File: config.mk
export PLATFORM = sky130hd
export DESIGN_NAME = aes_round_sequencer
export DESIGN_NICKNAME = d
export VERILOG_FILES = /design/src/rtl/aes_round_sequencer.sv
export SDC_FILE = /design/constraint.sdc
export NUM_CORES = 1
export LEC_CHECK = 0
export ABC_AREA = 1
export CORE_AREA = 4 4 203 205
export CTS_CLUSTER_SIZE = 28
export DETAILED_ROUTE_END_ITERATION = 10
export DIE_AREA = 0 0 207 209
export PLACE_DENSITY_LB_ADDON = 0.25
export SETUP_SLACK_MARGIN = 0.2
export SYNTH_ARGS = -nofsm -noshare
export SYNTH_HDL_FRONTEND = slang
export SYNTH_SLANG_ARGS = --single-unit
export TNS_END_PERCENT = 30
File: constraint.sdc
create_clock -name clk -period 8.95 [get_ports clk]
set_input_delay 1.79 -clock clk [delete_from_list [all_inputs] [get_ports clk]]
set_output_delay 1.79 -clock clk [all_outputs]
set_load 0.1 [all_outputs]
File: src/rtl/aes_round_sequencer.sv
// Iterative sequencer for a shared combinational AES round unit: accepts one block,
// loops it through the round unit N_ROUNDS times, then offers the result.
module aes_round_sequencer #(
   parameter int N_ROUNDS = 2,
   parameter int RC_IDX_W = 6
) (
   input  logic                clk,
   input  logic                rst,
   input  logic                abort,
   input  logic                in_valid,
   output logic                in_ready,
   input  logic [127:0]        in_data,
   input  logic [RC_IDX_W-1:0] in_rc_base,
   output logic [127:0]        rnd_in,
   input  logic [127:0]        rnd_out,
   output logic [RC_IDX_W-1:0] rc_idx,
   output logic                rnd_last,
   output logic                busy,
   output logic                out_valid,
   input  logic                out_ready,
   output logic [127:0]        out_data
);

   localparam int CNT_W = 6;

   typedef enum logic [1:0] {IDLE, RUN, DONE} st_t;

   st_t                 st, st_nx;
   logic [127:0]        state_q, rnd_in_q;
   logic [RC_IDX_W-1:0] rc_base_q, rc_idx_q, rc_cur;
   logic [CNT_W-1:0]    cnt;
   logic                run, accept;

   assign run    = (st == RUN);
   assign accept = (st == IDLE) && in_valid && !abort;
   assign rc_cur = rc_base_q + RC_IDX_W'(cnt);

   // Round-unit drive is live in RUN and frozen at its last value elsewhere.
   assign rnd_in   = run ? state_q : rnd_in_q;
   assign rc_idx   = run ? rc_cur : rc_idx_q;
   assign rnd_last = run && (cnt == CNT_W'(N_ROUNDS - 1));
   assign busy     = (st != IDLE);
   assign out_data = state_q;

   always_ff @(posedge clk or posedge rst) begin
      if (rst) st <= IDLE;
      else     st <= st_nx;
   end

   always_comb begin
      st_nx     = st;
      in_ready  = 1'b0;
      out_valid = 1'b0;
      case (st)
         IDLE: begin
            in_ready = !abort;
            if (accept) st_nx = RUN;
         end
         RUN: if (rnd_last) st_nx = DONE;
         DONE: begin
            out_valid = 1'b1;
            if (out_ready) st_nx = IDLE;
         end
         default: st_nx = IDLE;
      endcase
      if (abort) st_nx = IDLE;
   end

   always_ff @(posedge clk or posedge rst) begin
      if (rst) begin
         state_q   <= '0;
         rc_base_q <= '0;
         cnt       <= '0;
         rnd_in_q  <= '0;
         rc_idx_q  <= '0;
      end else if (abort) begin
         cnt <= '0;
      end else if (accept) begin
         state_q   <= in_data;
         rc_base_q <= in_rc_base;
         cnt       <= '0;
      end else if (run) begin
         state_q  <= rnd_out;
         cnt      <= cnt + 1'b1;
         rnd_in_q <= state_q;
         rc_idx_q <= rc_cur;
      end
   end

endmodule

**Word level (Yosys, flattened, before mapping)**

Cells that the tools add are included.

- Logic and storage cells: 42
- Bits in registers: 276
- Output and inout port bits: 266

- Mux-type cells: 14
- Reductions and logical operators: 12
- Eq/ne operators: 6
- $add $sub $neg: 2
- Bitwise operators: 2

Operators with widths:

| cell | count |
|---|---|
| 128-bit two-way mux | 3 |
| 6-bit two-way mux | 4 |
| 3-bit != test, second input constant | 3 |
| 2-bit two-way mux | 4 |
| 6-bit by 1-bit adder with 6-bit output, second input constant | 1 |
| 6-bit adder | 1 |
| 6-bit by 1-bit == test with 1-bit output, second input constant | 1 |
| 2-bit case mux with 3 select lines | 1 |
| 2-bit AND reduction | 3 |
| 2-bit nonzero test | 2 |
| 1-bit logical AND | 3 |
| 3-bit AND reduction | 1 |
| 3-bit nonzero test | 1 |
| 2-bit by 1-bit == test with 1-bit output, second input constant | 1 |
| 2-bit == test, second input constant | 1 |
| 2-bit logical NOT | 1 |
| 1-bit two-way mux | 2 |
| 1-bit NOT | 2 |
| 1-bit logical NOT | 1 |

**Depth between registers and ports, before layout**

- Word-level depth: 6
- Depth in mapped cells: 10

**Worst setup path after synthesis**

No wires, ideal clock.

- Path type: register to output
- Start point: reg cnt[0]
- End point: out rc_idx[4]
- Path slack: 3.744 ns
- Data required time: 7.160 ns
- Path buffers: 0
- Arrival: 3.416 ns
- Stages on the path, launching flop included: 9
- Cell sequence: dfrtp_1 ha_1 inv_1 fa_1 inv_1 nand3_1 nand2_1 xnor2_1 a21boi_0

- Longest elaborated chain between the ends: 2

Ends and longest elaborated chain:

| element | RTL line | text |
|---|---|---|
| start: declaration | 31 | `logic [CNT_W-1:0] cnt;` |
| start signal: assignment | 84 | `cnt <= cnt + 1'b1;` |
| 6-bit adder | 36 | `assign rc_cur = rc_base_q + RC_IDX_W'(cnt);` |
| 6-bit two-way mux | - |  |
| end: declaration | 16 | `output logic [RC_IDX_W-1:0] rc_idx,` |

No other way between the ends.

**Worst setup path after layout**

- Start point: reg st[1]
- End point: out rnd_in[67]

- Longest elaborated chain between the ends: 2

Ends and longest elaborated chain:

| element | RTL line | text |
|---|---|---|
| start: declaration | 28 | `st_t st, st_nx;` |
| start signal: assignment | 47 | `else st <= st_nx;` |
| 2-bit by 1-bit == test with 1-bit output | 34 | `assign run = (st == RUN);` |
| 128-bit two-way mux | - |  |
| end: declaration | 14 | `output logic [127:0] rnd_in,` |

No other way between the ends.

==> flow_summary.json <==
{
  "gp_congestion": 0.899,
  "place_inst": 2643,
  "port_buffers": 532,
  "clock_sinks": 276,
  "wl_per_cell_um": 18.1,
  "drv_slew": 0,
  "critPathCaptureType": "output pin",
  "syn_to_final_growth_pct": 51.9,
  "ys_top_cells_by_area": "dfrtp_1, nand2_1, o22ai_1, o21ai_0, a21oi_1",
  "syn_avg_cell_area_um2": 7.77,
  "ctsResizeCount": 0,
  "synth-adder-area-share_pct": 0.821,
  "fin_crit_ps": 5690,
  "dpl.hpwl_um": 33500,
  "clkLatencyLatePin_ps": 520,
  "synth_xor_area_share_pct": 0.134,
  "grt_util_all_layers_pct": 21.6,
  "worstSetupPathType": "register to output pin",
  "drive_above_1_share_pct": 3.77,
  "grt_pass1_wl_um": 75100,
  "ant_nets": 0,
  "fill_cells": 3816,
  "synth_top_area_share_pct": 52.7,
  "clk_path_buf_depth": 3,
  "syn_nets": 1962,
  "wirelength_um": 48800,
  "status": "complete, no violations",
  "setup_viol_count_final": 0,
  "chipHeight_um": 209,
  "vias_per_cell": 4.88,
  "register_area_mm2": 0.00691,
  "fin_worst_skew_ps": 15.0,
  "syn-cell-area_mm2": 0.0131,
  "drc": 0,
  "cp.required_ps": 7160,
  "path_max_fanout": 104,
  "num_vias": 13186,
  "maxCapViolations": 0,
  "num_io_pins": 533,
  "ys_warn_count": 0,
  "antenna_found_initial": 1,
  "hold_class": "register to register",
  "root_buffer": "clkbuf_16",
  "yosys.area.top_type": "dfrtp_1",
  "n_antenna_cell": 0,
  "die_w_um": 207,
  "tightestPinTransition_ps": 1110,
  "grt_pass1_vias": 13138,
  "synth_compound_area_share_pct": 16.9,
  "final_common_cell": "nand2_1",
  "dr.pass1.iters": 5,
  "syn_inst": 1687,
  "die_area_mm2": 0.0433,
  "post-route-period-util_pct": 63.5,
  "fin_nets": 2430,
  "cp.arrival_ps": 3900,
  "htreeDepth": 2,
  "multi_input_area_mm2": 0.00512,
  "fin_setup_tns_ps": 0,
  "max_freq_mhz": 176,
  "tritoncts": "yes",
  "start_util_pct": 33.2,
  "numCtsBuffers": 35,
  "drtIter0Drc": 880,
  "synthSimpleGateAreaFrac_pct": 21.0,
  "relSlewSlack_pct": 25.6,
  "final_util_pct": 50.5,
  "fp.coreArea_mm2": 0.0395,
  "crit_path_start_kind": "register",
  "placementRows": 73,
  "hold_violations": 0,
  "final_cells": 2701,
  "synthMuxAreaShare_pct": 0,
  "cts_setup_buffers": 0,
  "grt-ovfl-total": 0,
  "grt_max_degree": 146,
  "ys_types": 29,
  "synth-seq-area-share_pct": 52.7,
  "rsz0062_at_grt": "no",
  "ctsHoldBuffers": 0,
  "path_clk_slew_ps": 50,
  "synth-seq-cells": 276,
  "synth_top_family_by_area": "simple AND/OR/NAND/NOR gates",
  "final_cell_mix": "nand2_1, clkdlybuf4s50_1, dfrtp_1"
}
## critical path, stage by stage (launching register included)
cell	delay, ps
dfrtp_1	360
inv_1	90
nand2_4	510
buf_4	830
nand2_1	90
o21ai_0	180
clkdlybuf4s50_1	1220
## registers in the layout, indices dropped and copies added (netlist names)
register and cells:
st 2, rc_idx_q 6, rc_base_q 6, cnt 6, rnd_in_q 128, out_data 128
## kinds of logic (layout without fill, tap and decap cells)
family,after synthesis,after routing
buffers and inverters,271,760
flip-flops,276,276
XOR/XNOR,2,2
AND/OR/NAND/NOR,721,721
AO/OA/AOI/OAI,409,409
adder cells (fa/ha/maj),8,8
## layout make-up
| type | count | area share, % |
|---|---|---|
| Sequential cell | 276 | 34.7 |
| Timing Repair Buffer | 546 | 27.3 |
| Multi-Input combinational cell | 1140 | 25.7 |
| Clock buffer | 46 | 5.12 |
| Tap cell | 525 | 3.30 |
| Inverter | 156 | 3.00 |
| Clock inverter | 12 | 0.836 |
## per-layer routing
layer  up-vias  wire [um]  track usage [%]
met3        84       4400             7.46
met4         2       1670             8.30
met5         -          8                0
met1      6234      19500             26.0
met2       483      23200             35.8
li1       6383          -                -
## per-stage QoR
stage	worst slack, ps	area [um2]	hold slack (ps)
3_3_place_gp	3430	18700	453
6_report	3260	19900	467
3_5_place_dp	3440	18700	459
2_1_floorplan	3510	13100	442
5_1_grt	2990	19900	483
4_1_cts	3260	19900	472
## worst paths after layout
kind | startpoint | endpoint | slack (ps) | cells past startpoint
worst max-delay path | st[1] | rnd_in[67] | 3260 | 6
worst min-delay path | rnd_in_q[24] | rnd_in_q[24] | 470 | 2
worst max register to register | st[1] | out_data[75] | 5480 | 8
worst min register to register | rnd_in_q[24] | rnd_in_q[24] | 470 | 2
max in group asynchronous | rst | out_data[101] | 5800 | 3
min in group asynchronous | rst | rnd_in_q[16] | 1750 | 2
## synth_stat cells
master,number
and2_1,1
buf_1,13
xor2_1,1
ha_1,7
inv_1,152
buf_2,60
or2_2,2
nor2_1,136
a21oi_1,135
o22ai_1,128
nand4_1,1
nor2_2,1
o21ai_0,142
fa_1,1
a21oi_2,1
xnor2_1,1
a21boi_0,1
nand3_1,12
nand2_1,563
dfrtp_1,276
nand2_2,1
inv_2,3
nor3_1,3
o31ai_1,1
nor2_8,1
clkbuf_1,40
buf_4,2
inv_4,1
o21a_1,1
Power is left out: the tool's default activity adds up to more than one toggle a clock period on the data nets, which glitch-free logic cannot reach.
